$ cat src/rtl/gray_updown_counter_if.sv
// Control and status bundle for gray_updown_counter: count/load controls in,
// registered Gray/binary count and flags out.
interface gray_updown_counter_if #(
    parameter int WIDTH = 4
) ();
    logic             en;
    logic             up_dn;
    logic             load;
    logic [WIDTH-1:0] load_gray;
    logic [WIDTH-1:0] gray_q;
    logic [WIDTH-1:0] bin_q;
    logic             tc;
    logic             wrap;

    modport master (
        output en, up_dn, load, load_gray,
        input  gray_q, bin_q, tc, wrap
    );

    modport slave (
        input  en, up_dn, load, load_gray,
        output gray_q, bin_q, tc, wrap
    );
endinterface

$ cat src/rtl/gray_updown_counter.sv
// Up/down counter holding its state in binary, with Gray and binary outputs
// registered on the same edge, Gray parallel load, wrap/saturate ends and flags.
module gray_updown_counter #(
    parameter int          WIDTH    = 4,
    parameter bit          SATURATE = 1'b0,
    parameter int unsigned RST_BIN  = 32'd0
) (
    input  logic                   clk,
    input  logic                   rst_n,
    gray_updown_counter_if.slave   bus
);

    localparam logic [WIDTH-1:0] ZERO     = {WIDTH{1'b0}};
    localparam logic [WIDTH-1:0] ALL_ONES = {WIDTH{1'b1}};
    localparam logic [WIDTH-1:0] ONE      = {{(WIDTH-1){1'b0}}, 1'b1};
    localparam logic [WIDTH-1:0] RST_B    = RST_BIN[WIDTH-1:0];

    function automatic logic [WIDTH-1:0] bin2gray(input logic [WIDTH-1:0] b);
        return b ^ (b >> 1);
    endfunction

    function automatic logic [WIDTH-1:0] gray2bin(input logic [WIDTH-1:0] g);
        logic [WIDTH-1:0] b;
        b[WIDTH-1] = g[WIDTH-1];
        for (int i = WIDTH - 2; i >= 0; i--) begin
            b[i] = b[i+1] ^ g[i];
        end
        return b;
    endfunction

    logic [WIDTH-1:0] bin_q;
    logic [WIDTH-1:0] bin_d;
    logic [WIDTH-1:0] gray_q;
    logic [WIDTH-1:0] gray_d;
    logic             wrap_q;
    logic             wrap_d;

    // Next-state: load beats count, count beats hold; ends wrap or saturate.
    always_comb begin
        bin_d  = bin_q;
        wrap_d = 1'b0;
        if (bus.load) begin
            bin_d = gray2bin(bus.load_gray);
        end else if (bus.en) begin
            if (bus.up_dn) begin
                if (bin_q == ALL_ONES) begin
                    if (SATURATE) begin
                        bin_d = bin_q;
                    end else begin
                        bin_d  = ZERO;
                        wrap_d = 1'b1;
                    end
                end else begin
                    bin_d = bin_q + ONE;
                end
            end else begin
                if (bin_q == ZERO) begin
                    if (SATURATE) begin
                        bin_d = bin_q;
                    end else begin
                        bin_d  = ALL_ONES;
                        wrap_d = 1'b1;
                    end
                end else begin
                    bin_d = bin_q - ONE;
                end
            end
        end else begin
            bin_d = bin_q;
        end
        // Gray is derived from the next binary so both outputs land on one edge.
        gray_d = bin2gray(bin_d);
    end

    // State registers with synchronous active-low reset.
    always_ff @(posedge clk) begin
        if (!rst_n) begin
            bin_q  <= RST_B;
            gray_q <= bin2gray(RST_B);
            wrap_q <= 1'b0;
        end else begin
            bin_q  <= bin_d;
            gray_q <= gray_d;
            wrap_q <= wrap_d;
        end
    end

    assign bus.bin_q  = bin_q;
    assign bus.gray_q = gray_q;
    assign bus.wrap   = wrap_q;
    assign bus.tc     = bus.up_dn ? (bin_q == ALL_ONES) : (bin_q == ZERO);

endmodule

$ cat src/flat_wrapper.sv
// flat-port wrapper written by rule: the top's interface ports become plain ports
module gray_updown_counter_flat 
#(
    parameter int          WIDTH    = 4,
    parameter bit          SATURATE = 1'b0,
    parameter int unsigned RST_BIN  = 32'd0
)
  (clk, rst_n, bus_en, bus_up_dn, bus_load, bus_load_gray, bus_gray_q, bus_bin_q, bus_tc, bus_wrap);
  gray_updown_counter_if #(.WIDTH(WIDTH)) bus_i ();
  input  logic clk;
  input  logic rst_n;
  input wire logic [$bits(bus_i.en)-1:0] bus_en;
  input wire logic [$bits(bus_i.up_dn)-1:0] bus_up_dn;
  input wire logic [$bits(bus_i.load)-1:0] bus_load;
  input wire logic [$bits(bus_i.load_gray)-1:0] bus_load_gray;
  output wire logic [$bits(bus_i.gray_q)-1:0] bus_gray_q;
  output wire logic [$bits(bus_i.bin_q)-1:0] bus_bin_q;
  output wire logic [$bits(bus_i.tc)-1:0] bus_tc;
  output wire logic [$bits(bus_i.wrap)-1:0] bus_wrap;
  assign bus_i.en = bus_en;
  assign bus_i.up_dn = bus_up_dn;
  assign bus_i.load = bus_load;
  assign bus_i.load_gray = bus_load_gray;
  assign bus_gray_q = bus_i.gray_q;
  assign bus_bin_q = bus_i.bin_q;
  assign bus_tc = bus_i.tc;
  assign bus_wrap = bus_i.wrap;
  gray_updown_counter #(.WIDTH(WIDTH), .SATURATE(SATURATE), .RST_BIN(RST_BIN)) u_core (.clk(clk), .rst_n(rst_n), .bus(bus_i));
endmodule
$ cat config.mk
export PLATFORM = sky130hd
export DESIGN_NAME = gray_updown_counter_flat
export DESIGN_NICKNAME = d
export VERILOG_FILES = /design/src/rtl/gray_updown_counter_if.sv /design/src/rtl/gray_updown_counter.sv /design/src/flat_wrapper.sv
export SDC_FILE = /design/constraint.sdc
export NUM_CORES = 1
export LEC_CHECK = 0
export BUFFER_PORTS_ARGS = -buffer_cell sky130_fd_sc_hd__buf_2
export CORE_AREA = 2 2 39 41
export DETAILED_ROUTE_END_ITERATION = 12
export DIE_AREA = 0 0 41 43
export GPL_TIMING_DRIVEN = 1
export HOLD_SLACK_MARGIN = 0.06
export MAX_ROUTING_LAYER = met4
export PLACE_DENSITY = 0.8
export SLEW_MARGIN = 20
export SYNTH_ARGS = -nofsm -noshare
export SYNTH_HDL_FRONTEND = slang
export SYNTH_SLANG_ARGS = --single-unit
$ cat constraint.sdc
create_clock -name clk -period 2.5 [get_ports clk]
set_clock_uncertainty 0.15 [all_clocks]
set_input_delay 0.25 -clock clk [delete_from_list [all_inputs] [get_ports clk]]
set_output_delay 0.25 -clock clk [all_outputs]
set_load 0.02 [all_outputs]
**Word-level counts from Yosys, hierarchy flattened**

Cells that the tools add are included.

- Flip-flop bits (word level): 9
- Bits of input ports: 9
- Output and inout bits: 10

- Add/sub/neg operators: 2
- Bitwise operators: 6
- Reductions and logical operators: 2
- Equal/unequal tests: 1
- Mux-type cells: 9

Operators with widths:

| cell | number |
|---|---|
| $mux W4 | 5 |
| $add A4 B1 Y4 const B | 1 |
| $eq A4 B4 Y1 const B | 1 |
| $logic_not A4 Y1 | 1 |
| $mux W1 | 4 |
| $sub A4 B1 Y4 const B | 1 |
| $xor A4 B3 Y4 | 1 |
| $reduce_or A3 Y1 | 1 |
| $xor A1 B1 Y1 | 3 |
| $not A1 Y1 | 2 |

**Longest topological paths before layout**

Gate-level depths: netlist of the first run.

- Depth after elaboration: 6
- Depth in mapped cells: 7
- Gate-level depth less buffers: 7

**Worst setup path after synthesis of the first run**

OpenSTA, ideal clock, no wires.

- Path kind: reg2reg
- Start point: register u_core.bin_q[0] (netlist: u_core.bus.bin_q[0])
- End point: register u_core.gray_q[2] (netlist: u_core.bus.gray_q[2])
- Slack: 0.393 ns
- Arrival time: 1.836 ns
- Cell stages (with the launch flop): 8
- Period minus slack after synthesis: 2.107 ns
- Cell sequence: dfxtp_1 inv_1 ha_1 mux2_1 a211o_1 nand3_1 nor2_1 mux2_4

- Word-level cells in the longest chain between the ends: 6
- Elaborated cells on any way between the ends: 10
- Those cells by class: add/sub: 2; eq/ne: 1; mux: 5; bitwise: 1; reduce/logical: 1

RTL lines:

| item | RTL line | RTL |
|---|---|---|
| from (decl) | gray_updown_counter.sv:31 | `logic [WIDTH-1:0] bin_q;` |
| from (signal assigned) | gray_updown_counter.sv:82 | `bin_q <= bin_d;` |
| $sub A4 B1 Y4, or another cell as far along | gray_updown_counter.sv:65 | `bin_d = bin_q - ONE;` |
| $mux W4 (on tied branches) | gray_updown_counter.sv:57, gray_updown_counter.sv:46 |  |
| $mux W4 (*) | gray_updown_counter.sv:45 | `if (bus.up_dn) begin` |
| $mux W4 (*) | gray_updown_counter.sv:44 | `end else if (bus.en) begin` |
| $mux W4 (*) | gray_updown_counter.sv:42 | `if (bus.load) begin` |
| $xor A4 B3 Y4 (*) | gray_updown_counter.sv:19 | `return b ^ (b >> 1);` |
| to (signal assigned) | gray_updown_counter.sv:79 | `gray_q <= bin2gray(RST_B);` |
| to (signal assigned) | gray_updown_counter.sv:83 | `gray_q <= gray_d;` |
| to (decl) | gray_updown_counter.sv:33 | `logic [WIDTH-1:0] gray_q;` |

Mark *: on every way between the ends. The rest lies on a longest branch, timed or not.
A chain may end at the register's enable or synchronous reset.

**Worst setup path after layout of the first run**

- Start point: register u_core.bin_q[0] (netlist: u_core.bus.bin_q[0])
- End point: output port bus_tc

- Word-level cells in the longest chain between the ends: 2
- Elaborated cells on any way between the ends: 3
- Those cells by class: eq/ne: 1; mux: 1; reduce/logical: 1

RTL lines:

| item | RTL line | RTL |
|---|---|---|
| $eq A4 B4 Y1 or $logic_not A4 Y1 (tied branches) | gray_updown_counter.sv:91 | `assign bus.tc = bus.up_dn ? (bin_q == ALL_ONES) : (bin_q == ZERO);` |
| $mux W1 (*) | gray_updown_counter.sv:91 |  |
| to (decl) | flat_wrapper.sv:18 | `output wire logic [$bits(bus_i.tc)-1:0] bus_tc;` |

Marked as above.

==> qor.yml, run 1 <==
p_total_uw: 398
hpwlAfterDp_um: 894
area_delta_synth_final_pct: 19.9
ys_types: 33
finalMaxSlewViolations: 0
cts_tree: "built"
cts_hold_buffers: 0
path_clk_slew_ns: 0.05
route.final.wire_length_um: 1090
cp_cell_sequence: "inv_1 -> ha_1 -> or3b_1 -> o21ai_0 -> buf_2"
clock-root-buffer: "clkbuf_4"
crit_slowest_cell: "dfxtp_1"
ys_seq_elements: 8
fillers: 129
vias: 485
hold_path_depth: 2
place_ws_ns: 0.396
io_pins: 19
io_buffer_count: 18
vdd_drop_max_uv: 235
grt_max_degree: 11
met1_usage_pct: 20.4
final_util_pct: 47.9
grt_pass1_vias: 442
rows: 14
fin_setup_tns_ns: 0
min_path_type: "input pin to flip-flop"
crit_family: "flip-flops"
syn_nets: 70
cp_num_cells: 5
setup_viol: 0
reg2reg_slack_ns: 0.39
synth-seq-area-share_pct: 29.0
post_cts_buffers: 0
crit_required_ns: 2.10
synth_top_area_share_pct: 29.0
final_common_cell: "buf_2"
rsz0062_at_grt: "no"
min_from: "rst_n"
met3_usage_pct: 5.76
fin_crit_sh_pct: 85.5
htreeDepth: 1
relSlewSlack_pct: 64.9
syn_avg_cell_area_um2: 9.37
synth_area_leader_cell: "dfxtp_1"
synthCells: 59
final_cell_mix: "buf_2, dfxtp_1, inv_1"
drt_iter0_drc: 5
crit_fanout: 9
cap_violations: 0
layoutNonFillerInstCount: 93
fmax_mhz: 468
core_area_um2: 1380
yosys_warnings: 0
nets: 90
post-route-drc-count: 0
hold_end: "u_core.bus.bin_q[1]$_SDFF_PN0_"
layout-drive-gt1-share_pct: 33.8
critPathBufInv: 2
diodes: 0
power_density_nw_per_um2: 601
grt_pass1_wl_um: 1840
detail-route-antenna-nets: 0
gp_congestion: 0.824
r2r_start: "u_core.bus.bin_q[0]$_SDFF_PN0_"
period_needed_ns: 2.14
vias_per_cell: 5.22
cts_num_sinks: 8
syn-cell-area_um2: 553
die_y_um: 43
die_x_um: 41
grtUsageMet2_pct: 20.3
critPathArrivalTime_ns: 1.74
grtUsageTotal_pct: 15.3
antenna_found_initial: 0
insertion_delay_ns: 0.24
leakagePower_uw: 0.000315
drt-wirelength-per-cell_um: 11.7
top_usage_layer: "met1"
drt_pre_antenna_iters: 2
clock_path_buffers: 2
crit_path_max_incr_delay_ns: 0.38
worst_pin_slew_ns: 0.521
worstSetupEndpointType: "output port"
critPathKind: "flip-flop to output port"
cts_buffers: 3
r2r_cells: 7
die_area_um2: 1760
initial_utilization_pct: 40.0
cp-start-kind: "flip-flop"
dp.cells: 90
status: "finished, final reports clean"
cts_resized: 0
rr_endpoint: "u_core.bus.gray_q[2]$_SDFF_PN0_"
worst_slack_ns: 0.362
synth_area_leaders: "dfxtp_1, xnor2_1, ha_1"
hold_viol: 0
grt-ovfl-total: 0
-- area by class of cell --
cell class	instances	area [um2]	share of cell area, %
Inverter	6	22.5	3.40
Multi-Input combinational cell	42	348	52.5
Tap cell	16	20.0	3.02
Timing Repair Buffer	18	90.1	13.6
Sequential cell	8	160	24.2
Clock buffer	3	22.5	3.40
-- metrics by stage --
stage,cell area (um2),hold WS (ns)
global placement,641,0.353
global route,663,0.123
CTS,663,0.0969
floorplan,553,0.222
finish,663,0.0992
detailed placement,641,0.353
-- cells in the mapped netlist --
library cell and count:
nand3_1 1, nand2b_1 1, xor2_1 1, dfxtp_1 8
o31ai_1 1, or4b_1 1, a221o_1 1, xnor2_1 4
nand4_1 2, a2bb2oi_2 1, o21a_1 1, buf_4 1
inv_1 6, a21oi_1 3, mux2_4 1, a31oi_1 1
and4_1 1, and2_1 3, mux2_1 1, nor2_1 4
mux2i_1 1, clkbuf_1 1, buf_6 1, o221ai_2 1
ha_1 2, a31o_2 1, xor3_1 1, o311a_1 1
or3b_1 1, o21ai_0 2, nand2_1 2, a22oi_2 1
a211o_1 1
-- power by group --
part           switching (uW)  internal, uW  leakage, uW  total, uW
Combinational            80.4          67.1     0.000235        148
Clock                    38.6          54.6    0.0000138       93.2
Sequential               14.4           143    0.0000663        158
Total                     133           265     0.000315        398
-- cells by family after synthesis --
family | share of synthesized area (%)
DFF | 29.0
adders and majority gates | 4.52
xor gates and xnor gates | 12.2
buffers and inverters | 8.14
and+or+nand+nor | 16.7
muxes | 6.56
AOI/OAI and AO/OA | 22.9
-- state kept, by name (all words and copies together), names as in the netlist --
signal / cells
u_core.bus.bin_q: 3
u_core.bus.gray_q: 4
u_core.bus.wrap: 1
-- routing by layer --
layer,routed length [um],up-vias
met3,66,2
met4,8,0
li1,-,249
met2,499,19
met5,0,-
met1,511,215
-- worst max path at each step --
stage / startpoint / to
after floorplan: u_core.bus.bin_q[0]$_SDFF_PN0_ / u_core.bus.gray_q[2]$_SDFF_PN0_
after global placement: u_core.bus.bin_q[0]$_SDFF_PN0_ / u_core.bus.gray_q[2]$_SDFF_PN0_
after detailed placement: u_core.bus.bin_q[0]$_SDFF_PN0_ / u_core.bus.gray_q[2]$_SDFF_PN0_
after CTS: u_core.bus.bin_q[0]$_SDFF_PN0_ / bus_tc
after global routing: u_core.bus.bin_q[0]$_SDFF_PN0_ / bus_tc
final: u_core.bus.bin_q[0]$_SDFF_PN0_ / bus_tc
(Power assumes the default switching activity.)
==> run 2: changes to the inputs <==
--- a/config.mk
+++ b/config.mk
@@ -6,13 +6,14 @@
 export NUM_CORES = 1
 export LEC_CHECK = 0
 export BUFFER_PORTS_ARGS = -buffer_cell sky130_fd_sc_hd__buf_2
-export CORE_AREA = 2 2 39 41
+export CELL_PAD_IN_SITES_DETAIL_PLACEMENT = 0
+export CELL_PAD_IN_SITES_GLOBAL_PLACEMENT = 1
+export CORE_UTILIZATION = 34
 export DETAILED_ROUTE_END_ITERATION = 12
-export DIE_AREA = 0 0 41 43
 export GPL_TIMING_DRIVEN = 1
 export HOLD_SLACK_MARGIN = 0.06
 export MAX_ROUTING_LAYER = met4
-export PLACE_DENSITY = 0.8
+export PLACE_DENSITY = 0.86
 export SLEW_MARGIN = 20
 export SYNTH_ARGS = -nofsm -noshare
 export SYNTH_HDL_FRONTEND = slang
==> qor.yml, run 2 (synthesized netlist as in run 1, its figures left out) <==
status: "finished, final reports clean"
vias: 486
detail-route-antenna-nets: 0
post-route-drc-count: 0
relSlewSlack_pct: 64.8
core_area_um2: 1510
r2r_cells: 7
grt_max_degree: 11
vdd_drop_max_uv: 176
drt-wirelength-per-cell_um: 11.4
crit_path_max_incr_delay_ns: 0.38
clock-root-buffer: "clkbuf_4"
cts_num_sinks: 8
gp_congestion: 0.744
cts_tree: "built"
worstSetupEndpointType: "output port"
clock_path_buffers: 2
grtUsageTotal_pct: 14.1
fmax_mhz: 474
finalMaxSlewViolations: 0
grt_pass1_wl_um: 1810
grt_pass1_vias: 446
io_buffer_count: 18
hold_path_depth: 2
final_common_cell: "buf_2"
critPathKind: "flip-flop to output port"
reg2reg_slack_ns: 0.39
min_from: "rst_n"
power_density_nw_per_um2: 603
crit_fanout: 9
cts_resized: 0
r2r_start: "u_core.bus.bin_q[0]$_SDFF_PN0_"
hold_end: "u_core.bus.bin_q[1]$_SDFF_PN0_"
die_area_um2: 1790
cts_buffers: 3
regMostFlops: "u_core.bus.gray_q"
multi_input_area_um2: 348
crit_slowest_cell: "dfxtp_1"
hpwlAfterDp_um: 864
post_cts_buffers: 0
min_path_type: "input pin to flip-flop"
diodes: 0
seqCellArea_um2: 160
antenna_found_initial: 0
rr_endpoint: "u_core.bus.gray_q[2]$_SDFF_PN0_"
initial_utilization_pct: 36.7
nets: 90
critPathArrivalTime_ns: 1.71
crit_required_ns: 2.10
dpl_cell_area_um2: 641
fin_setup_tns_ns: 0
route.final.wire_length_um: 1060
setup_viol: 0
critPathBufInv: 2
worst_pin_slew_ns: 0.523
cap_violations: 0
final_cell_mix: "buf_2, dfxtp_1, inv_1"
period_needed_ns: 2.11
rsz0062_at_grt: "no"
drt_iter0_drc: 10
vias_per_cell: 5.23
fin_crit_sh_pct: 84.4
io_pins: 19
stdcell_area_um2: 663
drt_pre_antenna_iters: 4
grt-ovfl-total: 0
area_delta_synth_final_pct: 19.9
path_clk_slew_ns: 0.05
cp-start-kind: "flip-flop"
final_util_pct: 44.0
fillers: 158
cp_cell_sequence: "inv_1 -> ha_1 -> or3b_1 -> o21ai_0 -> buf_2"
cts_hold_buffers: 0
rows: 14
die_x_um: 42.3
crit_family: "flip-flops"
htreeDepth: 1
layout-drive-gt1-share_pct: 33.8
leakagePower_uw: 0.000315
hold_viol: 0
die_y_um: 42.3
insertion_delay_ns: 0.25
largest_reg_flops: 4
run 2: area by class of cell:
cell class	count	share of cell area [%]
Clock buffer	3	3.40
Inverter	6	3.40
Multi-Input combinational cell	42	52.5
Sequential cell	8	24.2
Tap cell	16	3.02
Timing Repair Buffer	18	13.6
run 2: per-layer routing:
layer	vias up	routed length (um)	global-route usage, %
met3	2	64	2.59
li1	247	-	-
met1	216	494	17.3
met2	21	489	20.9
met5	-	0	-
met4	0	12	9.38
run 2: worst max-delay path by stage:
stage                                               from                         endpoint  cells past startpoint
after floorplan           u_core.bus.bin_q[0]$_SDFF_PN0_  u_core.bus.gray_q[2]$_SDFF_PN0_                      7
after global placement    u_core.bus.bin_q[0]$_SDFF_PN0_  u_core.bus.gray_q[2]$_SDFF_PN0_                      7
after detailed placement  u_core.bus.bin_q[0]$_SDFF_PN0_  u_core.bus.gray_q[2]$_SDFF_PN0_                      7
after CTS                 u_core.bus.bin_q[0]$_SDFF_PN0_                           bus_tc                      5
after global routing      u_core.bus.bin_q[0]$_SDFF_PN0_                           bus_tc                      5
final                     u_core.bus.bin_q[0]$_SDFF_PN0_                           bus_tc                      5
run 2: worst register-to-register path, stage by stage (launching register included):
cell,delay [ns]
dfxtp_1,0.48
inv_1,0.10
ha_1,0.22
mux2_1,0.31
a211o_1,0.31
nand3_1,0.12
nor2_1,0.05
mux2_4,0.25
run 2: metrics by stage:
stage,hold slack (ns),setup WS (ns),std cells,total power [uW]
final,0.0919,0.389,93,400
after global routing,0.103,0.257,93,430
after global placement,0.352,0.451,90,307
after floorplan,0.222,0.393,59,270
after CTS,0.0861,0.372,93,406
after detailed placement,0.357,0.391,90,307
run 2: report_power, final:
group          internal, uW  switching, uW  leakage [uW]
logic                  67.0           77.5      0.000235
registers               143           15.0     0.0000663
clock network          54.8           42.6     0.0000138
total                   265            135      0.000315
